[config.mk]
export PLATFORM = sky130hd
export DESIGN_NAME = baud_tick_gen
export DESIGN_NICKNAME = d
export VERILOG_FILES = /design/src/rtl/baud_tick_gen_pkg.sv /design/src/rtl/baud_gen_ch.sv /design/src/rtl/baud_tick_gen.sv
export SDC_FILE = /design/constraint.sdc
export NUM_CORES = 1
export LEC_CHECK = 0
export CAP_MARGIN = 10
export CORE_MARGIN = 3
export CORE_UTILIZATION = 66
export DETAILED_ROUTE_END_ITERATION = 7
export GPL_TIMING_DRIVEN = 0
export PLACE_DENSITY_LB_ADDON = 0.1
export SYNTH_ARGS = -nofsm -noshare
export SYNTH_HDL_FRONTEND = slang
export SYNTH_SLANG_ARGS = --single-unit
[constraint.sdc]
create_clock -name clk -period 7.26 [get_ports clk]
set_input_delay 1.452 -clock clk [delete_from_list [all_inputs] [get_ports clk]]
set_output_delay 1.452 -clock clk [all_outputs]
set_load 0.01 [all_outputs]
[src/rtl/baud_tick_gen_pkg.sv]
// Shared timebase constants and small helpers for the UART baud tick generator.
// The defaults give a 9600-baud, 16x-oversampled timebase from a 50 MHz clock.
package baud_tick_gen_pkg;

    localparam int CLK_HZ   = 50_000_000;
    localparam int BAUD_DEF = 9600;
    localparam int OVS_DEF  = 16;
    localparam int DIV_DEF  = CLK_HZ / (BAUD_DEF * OVS_DEF);

    // Channel-select width; a single channel still needs a 1-bit port.
    function automatic int ch_w(input int n);
        return (n > 1) ? $clog2(n) : 1;
    endfunction

    // A programmed divisor of 0 behaves like 1: one ovs tick every cycle.
    function automatic logic [31:0] eff_div(input logic [31:0] d);
        return (d == 32'd0) ? 32'd1 : d;
    endfunction

endpackage

[src/rtl/baud_gen_ch.sv]
// One baud timebase channel: prescaler, oversample counter, strobes, derived
// clocks, and the pending-divisor register that is applied at safe boundaries.
module baud_gen_ch
    import baud_tick_gen_pkg::*;
#(
    parameter int CNT_W   = 16,
    parameter int OVS     = OVS_DEF,
    parameter int DIV_RST = DIV_DEF
) (
    input  logic             clk,
    input  logic             reset,
    input  logic             en,
    input  logic             sync,
    input  logic             cfg_we,
    input  logic [CNT_W-1:0] cfg_div,
    output logic             cfg_pend,
    output logic             ovs_tick,
    output logic             baud_tick,
    output logic             ovs_clk,
    output logic             baud_clk
);

    localparam int OVS_W = (OVS > 2) ? $clog2(OVS) : 1;

    logic [CNT_W-1:0] div_q, pend_div, pre_cnt;
    logic [OVS_W-1:0] ovs_cnt;

    logic [CNT_W-1:0] div_eff, div_nxt, eff_nxt, pre_nxt;
    logic [OVS_W-1:0] ovs_nxt;
    logic             wrap, apply, ovs_last;

    always_comb begin
        div_eff  = CNT_W'(eff_div(32'(div_q)));
        wrap     = en && !sync && (pre_cnt == div_eff - CNT_W'(1));
        ovs_last = (ovs_cnt == OVS_W'(OVS - 1));
        // Divisor changes only land where the prescaler restarts anyway.
        apply    = cfg_pend && (sync || !en || wrap);
        div_nxt  = apply ? pend_div : div_q;
        eff_nxt  = CNT_W'(eff_div(32'(div_nxt)));
        pre_nxt  = wrap ? '0 : pre_cnt + CNT_W'(1);
        ovs_nxt  = ovs_cnt;
        if (wrap)
            ovs_nxt = ovs_last ? '0 : ovs_cnt + OVS_W'(1);
    end

    always_ff @(posedge clk or negedge reset) begin
        if (!reset) begin
            div_q     <= CNT_W'(DIV_RST);
            pend_div  <= '0;
            cfg_pend  <= 1'b0;
            pre_cnt   <= '0;
            ovs_cnt   <= '0;
            ovs_tick  <= 1'b0;
            baud_tick <= 1'b0;
            ovs_clk   <= 1'b0;
            baud_clk  <= 1'b0;
        end else begin
            div_q <= div_nxt;
            // A write landing on an apply edge stays pending for the next one.
            if (cfg_we) begin
                pend_div <= cfg_div;
                cfg_pend <= 1'b1;
            end else if (apply) begin
                cfg_pend <= 1'b0;
            end

            if (sync) begin
                pre_cnt   <= '0;
                ovs_cnt   <= '0;
                ovs_tick  <= 1'b0;
                baud_tick <= 1'b0;
                ovs_clk   <= (eff_nxt > CNT_W'(1));
                baud_clk  <= 1'b1;
            end else if (!en) begin
                ovs_tick  <= 1'b0;
                baud_tick <= 1'b0;
                // Restart so the held count can never exceed a smaller new divisor.
                if (apply)
                    pre_cnt <= '0;
            end else begin
                pre_cnt   <= pre_nxt;
                ovs_cnt   <= ovs_nxt;
                ovs_tick  <= wrap;
                baud_tick <= wrap && ovs_last;
                ovs_clk   <= (pre_nxt < (eff_nxt >> 1));
                baud_clk  <= (ovs_nxt < OVS_W'(OVS / 2));
            end
        end
    end

endmodule

[src/rtl/baud_tick_gen.sv]
// Multi-channel UART baud/oversample timebase: one baud_gen_ch per channel,
// with the shared divisor-write port decoded to a single channel.
module baud_tick_gen
    import baud_tick_gen_pkg::*;
#(
    parameter int NUM_CH  = 2,
    parameter int CNT_W   = 16,
    parameter int OVS     = OVS_DEF,
    parameter int DIV_RST = DIV_DEF
) (
    input  logic                        clk,
    input  logic                        reset,
    input  logic [NUM_CH-1:0]           en,
    input  logic [NUM_CH-1:0]           sync,
    input  logic                        cfg_we,
    input  logic [ch_w(NUM_CH)-1:0]     cfg_ch,
    input  logic [CNT_W-1:0]            cfg_div,
    output logic [NUM_CH-1:0]           cfg_pend,
    output logic [NUM_CH-1:0]           ovs_tick,
    output logic [NUM_CH-1:0]           baud_tick,
    output logic [NUM_CH-1:0]           ovs_clk,
    output logic [NUM_CH-1:0]           baud_clk
);

    localparam int CH_W = ch_w(NUM_CH);

    for (genvar g = 0; g < NUM_CH; g++) begin : g_ch
        // Out-of-range channel numbers match no instance and are dropped.
        baud_gen_ch #(
            .CNT_W   (CNT_W),
            .OVS     (OVS),
            .DIV_RST (DIV_RST)
        ) u_ch (
            .clk       (clk),
            .reset     (reset),
            .en        (en[g]),
            .sync      (sync[g]),
            .cfg_we    (cfg_we && (cfg_ch == CH_W'(g))),
            .cfg_div   (cfg_div),
            .cfg_pend  (cfg_pend[g]),
            .ovs_tick  (ovs_tick[g]),
            .baud_tick (baud_tick[g]),
            .ovs_clk   (ovs_clk[g]),
            .baud_clk  (baud_clk[g])
        );
    end

endmodule
==> reports/results.ini, run 1 <==
[layout]
diodes = 0
n_fill_cell = 764
seq_area_sq_mm = 0.002863
multi_input_area_sq_mm = 0.004399
fin_nets = 909
area_delta_synth_final_pct = 13.88
fin_cells = 1003
drive_gt1_share_pct = 15.76

[setup_path]
critPathMaxFanout = 10
worstPathRequired_ps = 7600
rr_worst_depth = 23
end_kind = flop
cp_cell_sequence = clkbuf_1 -> nor3_2 -> nand4_1 -> nor4_1 -> nor2_1 -> ha_1 -> xnor2_1 -> a21oi_1 -> o2111ai_1 -> a2111o_1 -> or3_1 -> a211oi_2 -> or2_1 -> nand2_1 -> buf_2 -> mux2i_1 -> ha_1 -> a21o_1 -> a21o_1 -> a21oi_1 -> o221ai_1 -> or2_0 -> o211ai_1
crit_path_top_delay_cell = a211oi_2
cp.arrival_ps = 6490
crit_path_start_kind = flop
slowest_delay_ps = 560
criticalPathCategory = flop to flop

[sta]
finalClockSkew_ps = 6.511
drv_slew = 0
fin_crit_ps = 6148
tns_ps = 0
finalCritPeriodShare_pct = 84.69
setup_viol = 0
relSlewSlack_pct = 36.76
hold_viol = 0
rsz0062_at_grt = false
worst_pin_slew_ps = 942.9
fmaxAchievable_mhz = 162.6

[synthesis]
syn_area_per_cell_sq_um = 9.543
synth_area_leaders = dfrtp_1 (35%), mux2_2 (7.1%), ha_1 (5.6%)
synth-edff-count = 0
yosysSeqAreaShare_pct = 37.45
ys_types = 81
ys_async_sr_fraction_pct = 100.0
yosys.area.top_type = dfrtp_1
yosysWarnings = 0
syn-cell-area_sq_mm = 0.007644
synth_fp_nets = 859
synth_ff_type = dfrtp_1
postSynthCellCount = 801
ys_ff_latch = 114
yosysTopAreaCellShare_pct = 34.70

[routing]
dr_wl_met3_um = 1635
wire_per_inst_um = 19.78
drt_first_pass_iters = 6
drtIter0Drc = 655
ant_nets = 0
vias_per_cell = 6.560
via_count = 6580
wl_met1_um = 9155
totalWireLength_um = 19840
dr.max_layer_used = met4
drc = 0
routed-wl-met2_um = 8661

[placement]
place.gp.congestion = 0.9338
hpwl_um = 14570
dp_cells = 972
port_buffers = 30

[floorplan]
die_height_um = 113.6
ios = 34
core.rowCount = 38
die_area_sq_mm = 0.01291
dieWidth_um = 113.6
coreArea_sq_mm = 0.01108
start_util_pct = 69.00

[global_route]
grt-ovfl-total = 0
grt_first_pass_wirelength_um = 32770
grt_max_degree = 77
antenna_found_initial = 0
first_global_vias = 6371
grtUsageTotal_pct = 32.50

[clocking]
clockBufferDepth = 2
cts_buffers = 17
cts_setup_buffers = 0
cts_hold_buffers = 0
clock_latency_ps = 420
cts_tree = built
cts_root_buf = clkbuf_16
cts_sinks = 114
htreeDepth = 4
cts_resized = 0
clk_pin_slew_worst_paths_ps = 50

[run_status]
status = completed

[power]
peakVddDrop_v = 0.0002221
leakagePower_uw = 0.003906
power.density_mw_per_mm2 = 250.2

[job]
drv_cap = 0

[worst_hold_path]
whs_path_depth = 1
min_path_type = flop to flop

## area by class of cell
class	count	area share, %
clock buffers	20	5.132
well taps	140	2.012
inverters	24	1.035
plain buffers	55	3.349
multi-input cells	608	50.54
clock inverters	11	1.308
flip-flops and latches	114	32.89
repair buffers	31	3.737
## cell usage after synthesis, types with 11 or more instances
master,count
inv_1,23
nor4_1,16
dfrtp_1,106
mux2i_1,31
nand3_1,21
nand2b_1,20
a21oi_1,26
xor2_1,17
and3_1,22
buf_4,11
clkbuf_1,28
nor3_1,25
mux2_2,48
nor2_1,62
xnor2_1,35
nand4_1,14
nand2_1,44
a21o_1,17
ha_1,34
o21ai_0,53
## metal layers
| metal | up-vias | track usage [%] |
|---|---|---|
| met1 | 3234 | 47.57 |
| met4 | 0 | 12.10 |
| met2 | 296 | 47.27 |
| li1 | 3008 | - |
| met3 | 42 | 7.374 |
| met5 | - | 0 |
## state kept, by name, indices dropped and copies added, names as in the netlist
signal               flops
g_ch.u_ch.ovs_cnt        8
g_ch.u_ch.ovs_clk        2
g_ch.u_ch.pre_cnt       32
g_ch.u_ch.div_q         32
g_ch.u_ch.baud_tick      2
g_ch.u_ch.baud_clk       2
g_ch.u_ch.ovs_tick       2
g_ch.u_ch.pend_div      32
g_ch.u_ch.cfg_pend       2
## kinds of logic (layout without fill, tap and decap cells)
kind of cell	Yosys count	after routing	share of synthesized area (%)
fa+ha+maj	34	34	5.566
flops	114	114	37.45
simple gates	280	280	20.07
xor+xnor	52	52	5.958
buf+inv	79	141	4.992
mux	83	83	11.75
compound gates	159	159	14.21
## placed cells by master, fill, tap and decap left out, drive strengths merged, types with 22 or more instances in the layout
cell type	Yosys	routed
a21oi	26	26
and3	22	22
buf	26	28
clkbuf	29	49
clkdlybuf4s50	0	29
dfrtp	106	106
ha	34	34
inv	24	24
mux2	51	51
mux2i	32	32
nand2	45	45
nor2	62	62
nor3	26	26
o21ai	55	55
xnor2	35	35
## through the flow
step / utilization [%] / setup slack [ps] / hold slack (ps) / area [sq um] / power [uW]
after global routing: 78.57 / 683.6 / 541.2 / 8705 / 2280
after floorplan: - / 2284 / 475.4 / 7644 / 1200
after detailed placement: 73.51 / 1285 / 505.9 / 8144 / 1363
after global placement: 73.29 / 596.7 / 495.6 / 8119 / 1331
after CTS: 78.57 / 1258 / 525.9 / 8705 / 2169
final: 78.57 / 1112 / 519.6 / 8705 / 2178
## worst max-delay path, delay by kind of cell, from the launching register on
| kind | cells | cell delay (ps) |
|---|---|---|
| AND/OR/NAND/NOR | 8 | 2200 |
| AO/OA/AOI/OAI | 9 | 2110 |
| adder cells (fa/ha/maj) | 2 | 630 |
| buffers and inverters | 2 | 480 |
| flip-flops | 1 | 360 |
| multiplexers | 1 | 160 |
| XOR/XNOR | 1 | 130 |
## power breakdown
group / total [uW] / internal, uW / switching, uW
clock: 802 / 507 / 295
combinational: 544 / 238 / 306
sequential: 832 / 727 / 105
total: 2180 / 1470 / 706
## worst paths after layout
kind / from / end / slack [ps]
setup / recovery: g_ch[0].u_ch.div_q[4]$_DFF_PN0_ / g_ch[0].u_ch.ovs_clk$_DFFE_PN0P_ / 1110
hold / removal: g_ch[0].u_ch.pend_div[0]$_DFFE_PN0P_ / g_ch[0].u_ch.div_q[0]$_DFF_PN1_ / 520
setup reg to reg: g_ch[0].u_ch.div_q[4]$_DFF_PN0_ / g_ch[0].u_ch.ovs_clk$_DFFE_PN0P_ / 1110
hold reg to reg: g_ch[0].u_ch.pend_div[0]$_DFFE_PN0P_ / g_ch[0].u_ch.div_q[0]$_DFF_PN1_ / 520
max in group asynchronous: reset / g_ch[1].u_ch.div_q[8]$_DFF_PN1_ / 5480
min in group asynchronous: reset / g_ch[1].u_ch.baud_tick$_DFF_PN0_ / 1010
(Power assumes the default switching activity.)
==> inputs of run 2 (changes only) <==
--- a/config.mk
+++ b/config.mk
@@ -7,7 +7,7 @@
 export LEC_CHECK = 0
 export CAP_MARGIN = 10
 export CORE_MARGIN = 3
-export CORE_UTILIZATION = 66
+export CORE_UTILIZATION = 62
 export DETAILED_ROUTE_END_ITERATION = 7
 export GPL_TIMING_DRIVEN = 0
 export PLACE_DENSITY_LB_ADDON = 0.1
==> constraint.sdc (replaced) <==
create_clock -name clk -period 6.35 [get_ports clk]
set_input_delay 1.27 -clock clk [delete_from_list [all_inputs] [get_ports clk]]
set_output_delay 1.27 -clock clk [all_outputs]
set_load 0.01 [all_outputs]
==> run 2 against run 1 <==
  * Combinational power grew 14%
  * Critical path depth is the same
  * Register-to-register slack lost 820 ps
  * Die area grew 6.1%
  * Power grew 17%
  * Utilization shrank 3.6 points
  * Worst hold slack lost 9.3 ps
  * Sequential share of layout area shrank 0.30 points
  * Largest cell class unchanged
  * Maximum frequency grew 1.4%
  * Cell area grew 0.93%
==> reports/results.ini, run 2 (same netlist as run 1, synthesis figures left out) <==
[run_status]
status = completed

[sta]
tns_ps = 0
rsz0062_at_grt = false
fin_crit_ps = 6062
setup_viol = 0
fmaxAchievable_mhz = 165.0
hold_viol = 0
drv_slew = 0
finalCritPeriodShare_pct = 95.46
relSlewSlack_pct = 35.78
worst_pin_slew_ps = 957.5
finalClockSkew_ps = 5.520

[global_route]
grt_max_degree = 59
grtUsageTotal_pct = 29.71
first_global_vias = 6041
grt_first_pass_wirelength_um = 31010
antenna_found_initial = 0
grt-ovfl-total = 0

[worst_hold_path]
min_path_type = flop to flop

[clocking]
clockBufferDepth = 2
cts_sinks = 114
cts_buffers = 17
htreeDepth = 4
clock_latency_ps = 420
cts_tree = built
clk_pin_slew_worst_paths_ps = 50
cts_root_buf = clkbuf_16

[layout]
top_regs = g_ch.u_ch.div_q: 32 flops, g_ch.u_ch.pend_div: 32 flops, g_ch.u_ch.pre_cnt: 32 flops
area_delta_synth_final_pct = 14.95
fin_nets = 912
n_fill_cell = 869
multi_input_area_sq_mm = 0.004418
drive_gt1_share_pct = 16.26
final_design_area_no_fill_sq_mm = 0.008786
final_common_cell = dfrtp_1
seq_area_sq_mm = 0.002863
diodes = 0
fin_cells = 1010
layout_common_cells = dfrtp_1 (106), nor2_1 (62), o21ai_0 (53)

[placement]
place.gp.congestion = 0.9075
hpwl_um = 14160
place_area_sq_mm = 0.008148
dp_cells = 975
port_buffers = 30

[setup_path]
critPathMaxFanout = 10
crit_path_start_kind = flop
worstPathRequired_ps = 6690
cp.arrival_ps = 6400
criticalPathCategory = flop to flop
end_kind = flop

[routing]
drt_first_pass_iters = 5
totalWireLength_um = 19470
wire_per_inst_um = 19.28
drtIter0Drc = 595
ant_nets = 0
drc = 0
vias_per_cell = 6.443
via_count = 6507

[floorplan]
ios = 34
coreArea_sq_mm = 0.01171
dieWidth_um = 117.0
die_area_sq_mm = 0.01370
core.rowCount = 39
die_height_um = 117.0
start_util_pct = 65.27

[job]
drv_cap = 0

[power]
power.density_mw_per_mm2 = 289.3
leakagePower_uw = 0.003935
peakVddDrop_v = 0.0002678

## run 2: cell type report
class,instances,share of cell area [%]
Buffer,55,3.318
Clock buffer,22,5.283
Sequential cell,114,32.58
Tap cell,143,2.036
Timing Repair Buffer,34,3.959
Inverter,24,1.025
Multi-Input combinational cell,608,50.28
Clock inverter,10,1.510
## run 2: repair_timing
action / 4_1_cts / 5_1_grt
endpoints found under the setup margin: 0 / 2
hold endpoints to repair: 0 / 0
resized for setup: 0 / 3
setup buffers: 0 / 3
hold buffers: 0 / 0
## run 2: stage by stage
step | hold slack [ps] | util, % | power [uW] | setup slack (ps)
floorplan | 475.4 | - | 1372 | 1374
finish | 510.3 | 75.02 | 2541 | 288.2
global route | 532.1 | 75.02 | 2664 | 34.13
CTS | 514.4 | 74.67 | 2538 | 291.5
detailed placement | 496.9 | 69.57 | 1554 | 338.5
global placement | 493.9 | 69.36 | 1526 | -125.5
## run 2: path summary, 6_finish.rpt
| kind | start | to | depth (start not counted) | slack, ps |
|---|---|---|---|---|
| worst max-delay path | g_ch[0].u_ch.div_q[4]$_DFF_PN0_ | g_ch[0].u_ch.ovs_clk$_DFFE_PN0P_ | 23 | 290 |
| worst min-delay path | g_ch[0].u_ch.pend_div[0]$_DFFE_PN0P_ | g_ch[0].u_ch.pend_div[0]$_DFFE_PN0P_ | 1 | 510 |
| min in group asynchronous | reset | g_ch[1].u_ch.pre_cnt[1]$_DFFE_PN0P_ | 1 | 920 |
| worst max register to register | g_ch[0].u_ch.div_q[4]$_DFF_PN0_ | g_ch[0].u_ch.ovs_clk$_DFFE_PN0P_ | 23 | 290 |
| max in group asynchronous | reset | g_ch[1].u_ch.div_q[8]$_DFF_PN1_ | 2 | 4640 |
| worst min register to register | g_ch[0].u_ch.pend_div[0]$_DFFE_PN0P_ | g_ch[0].u_ch.pend_div[0]$_DFFE_PN0P_ | 1 | 510 |
## run 2: power by group
group          internal, uW  switching [uW]
Clock                   634             333
Sequential              831             121
Combinational           273             349
## run 2: layer usage
| layer | track usage (%) | up-vias | wire length [um] |
|---|---|---|---|
| met5 | 0 | - | 0 |
| met4 | 9.709 | 0 | 253 |
| met3 | 5.758 | 26 | 1662 |
| met2 | 43.42 | 310 | 8428 |
| met1 | 44.52 | 3157 | 9129 |
| li1 | - | 3014 | - |
## run 2: worst max-delay path, cell delays in order, from the launching register on
cell and delay (ps):
dfrtp_1 350, clkbuf_1 220, nor3_2 420, nand4_1 320, nor4_2 340, nor2_1 90
ha_1 320, xnor2_1 130, a21oi_1 130, o2111ai_1 120, a2111o_1 390, or3_1 410
a211oi_4 440, or2_1 200, nand2_1 100, buf_2 260, mux2i_1 160, ha_1 320
a21o_1 170, a21o_1 170, a21oi_1 170, o221ai_1 280, or2_0 300, o211ai_1 160
==> inputs of run 3 (changes only) <==
--- a/config.mk
+++ b/config.mk
@@ -6,7 +6,7 @@
 export NUM_CORES = 1
 export LEC_CHECK = 0
 export CAP_MARGIN = 10
-export CORE_MARGIN = 3
+export CORE_MARGIN = 4
 export CORE_UTILIZATION = 62
 export DETAILED_ROUTE_END_ITERATION = 7
 export GPL_TIMING_DRIVEN = 0
==> run 3 against run 2 <==
  * Non-clock buffer count rose by 1
  * Via count fell by 0.54%
  * Utilization fell by 2.0 points
  * Maximum frequency rose by 2.2%
  * Die area rose by 3.4%
  * Final cell count rose by 2.6%
  * Largest cell class unchanged
==> reports/results.ini, run 3 (same netlist as run 1, synthesis figures left out) <==
[job]
drv_cap = 0

[global_route]
grt_max_degree = 64
antenna_found_initial = 0
first_global_vias = 6209
grt-ovfl-total = 0
grt_first_pass_wirelength_um = 31990
grtUsageTotal_pct = 28.42

[setup_path]
slowest_delay_ps = 450
crit_path_start_kind = flop
worstPathRequired_ps = 6690
cp_cell_sequence = clkbuf_1 -> nor3_2 -> nand4_1 -> nor4_2 -> nor2_1 -> ha_1 -> xnor2_1 -> a21oi_1 -> o2111ai_1 -> a2111o_1 -> or3_1 -> a211oi_4 -> or2_1 -> nand2_1 -> buf_2 -> mux2i_1 -> ha_1 -> a21o_1 -> a21o_1 -> a21oi_1 -> o221ai_1 -> or2_0 -> o211ai_1
crit_path_top_delay_cell = nor3_2
cp.arrival_ps = 6270
criticalPathCategory = flop to flop
rr_worst_depth = 23
critPathMaxFanout = 10
end_kind = flop

[placement]
port_buffers = 30
hpwl_um = 14600
dp_cells = 1000
place.gp.congestion = 0.9389

[layout]
layout_common_cells = dfrtp_1 (106), nor2_1 (62), o21ai_0 (53)
area_delta_synth_final_pct = 15.26
diodes = 0
fin_nets = 913
fin_cells = 1036
n_fill_cell = 922
drive_gt1_share_pct = 16.47
top_regs = g_ch.u_ch.div_q: 32 flops, g_ch.u_ch.pend_div: 32 flops, g_ch.u_ch.pre_cnt: 32 flops
final_common_cell = dfrtp_1

[worst_hold_path]
whs_path_depth = 1
min_path_type = flop to flop

[clocking]
clock_latency_ps = 420
cts_buffers = 17
cts_root_buf = clkbuf_16
clockBufferDepth = 2
htreeDepth = 4
cts_sinks = 114
cts_hold_buffers = 0
cts_tree = built
clk_pin_slew_worst_paths_ps = 50

[routing]
drt_first_pass_iters = 5
ant_nets = 0
drc = 0
wire_per_inst_um = 18.90
vias_per_cell = 6.247
via_count = 6472
drtIter0Drc = 447
totalWireLength_um = 19580

[floorplan]
die_area_sq_mm = 0.01417
start_util_pct = 63.37
coreArea_sq_mm = 0.01206
core.rowCount = 40
dieWidth_um = 119.0
die_height_um = 119.0
ios = 34

[power]
leakagePower_uw = 0.003936
p_int_uw = 1709
p_comb_share_pct = 24.7
switching_share_pct = 32.09
switching_power_uw = 807.4
power.density_mw_per_mm2 = 285.6
peakVddDrop_v = 0.0002204
seq_power_share_pct = 37.9
clockPowerShare_pct = 37.4

[sta]
finalClockSkew_ps = 7.707
rsz0062_at_grt = false
drv_slew = 0
finalCritPeriodShare_pct = 93.37
fin_crit_ps = 5929
setup_viol = 0
fmaxAchievable_mhz = 168.7
tns_ps = 0
hold_viol = 0
relSlewSlack_pct = 34.41
worst_pin_slew_ps = 978.0

[run_status]
status = completed

==> run 3: changes by cell type in the layout (fill, tap and decap cells not counted), sizes merged <==
cell    change
buf         +1
bufinv      -1
clkinv      +1
==> run 3: metal layers <==
metal  routed length, um  GRT usage (%)  up-vias  part of all wire [%]
met3                1274          5.318       25                   6.5
met1                9363          42.55     3220                    48
li1                    -              -     3008                     -
met4                 271          8.762        0                   1.4
met5                   0              0        -                     0
met2                8670          41.79      219                    44
==> run 3: through the flow <==
stage	utilization (%)	area, sq um	hold slack, ps	total power, uW	setup WS, ps
final	73.04	8810	519.4	2516	421.1
after global routing	73.04	8810	536.0	2643	4.468
after CTS	72.63	8761	523.1	2506	352.5
after detailed placement	67.81	8179	507.9	1561	392.0
after global placement	67.60	8154	496.6	1525	-151.8
after floorplan	-	7644	475.4	1372	1374
==> run 3: layout make-up <==
| class | count | area [sq um] | share of cell area, % |
|---|---|---|---|
| Clock buffer | 22 | 474.2 | 5.383 |
| Buffer | 55 | 291.5 | 3.309 |
| Tap cell | 168 | 210.2 | 2.386 |
| Clock inverter | 10 | 107.6 | 1.221 |
| Multi-Input combinational cell | 608 | 4418 | 50.15 |
| Sequential cell | 114 | 2863 | 32.50 |
| Inverter | 24 | 90.09 | 1.023 |
| Timing Repair Buffer | 35 | 355.3 | 4.034 |
==> run 3: final timing paths <==
| kind | startpoint | endpoint | slack [ps] |
|---|---|---|---|
| max in group asynchronous | reset | g_ch[0].u_ch.div_q[8]$_DFF_PN1_ | 4620 |
| setup / recovery | g_ch[0].u_ch.div_q[4]$_DFF_PN0_ | g_ch[0].u_ch.ovs_clk$_DFFE_PN0P_ | 420 |
| min in group asynchronous | reset | g_ch[1].u_ch.pre_cnt[2]$_DFFE_PN0P_ | 950 |
| hold / removal | g_ch[1].u_ch.pend_div[0]$_DFFE_PN0P_ | g_ch[1].u_ch.pend_div[0]$_DFFE_PN0P_ | 520 |
| hold reg to reg | g_ch[1].u_ch.pend_div[0]$_DFFE_PN0P_ | g_ch[1].u_ch.pend_div[0]$_DFFE_PN0P_ | 520 |
| setup reg to reg | g_ch[0].u_ch.div_q[4]$_DFF_PN0_ | g_ch[0].u_ch.ovs_clk$_DFFE_PN0P_ | 420 |
==> run 3: critical path: cells and delay by family, from the launching register on <==
kind,cells,cell delay [ps]
flip-flops,1,350
XOR/XNOR,1,130
adder cells (fa/ha/maj),2,630
AND/OR/NAND/NOR,8,2130
multiplexers,1,160
AO/OA/AOI/OAI,9,1950
buffers and inverters,2,480
==> run 3: repair_timing <==
action / CTS / global route
setup endpoints to repair: 0 / 2
hold endpoints to repair: 0 / 0
buffers inserted: 0 / 4
gates resized for setup: 0 / 3
==> run 3: power by group through the flow <==
stage	clock [uW]	sequential, uW	combinational, uW
finish	941	954	621
global route	988	970	685
CTS	949	949	608
detailed placement	0	959	602
global placement	0	953	572
floorplan	0	919	452
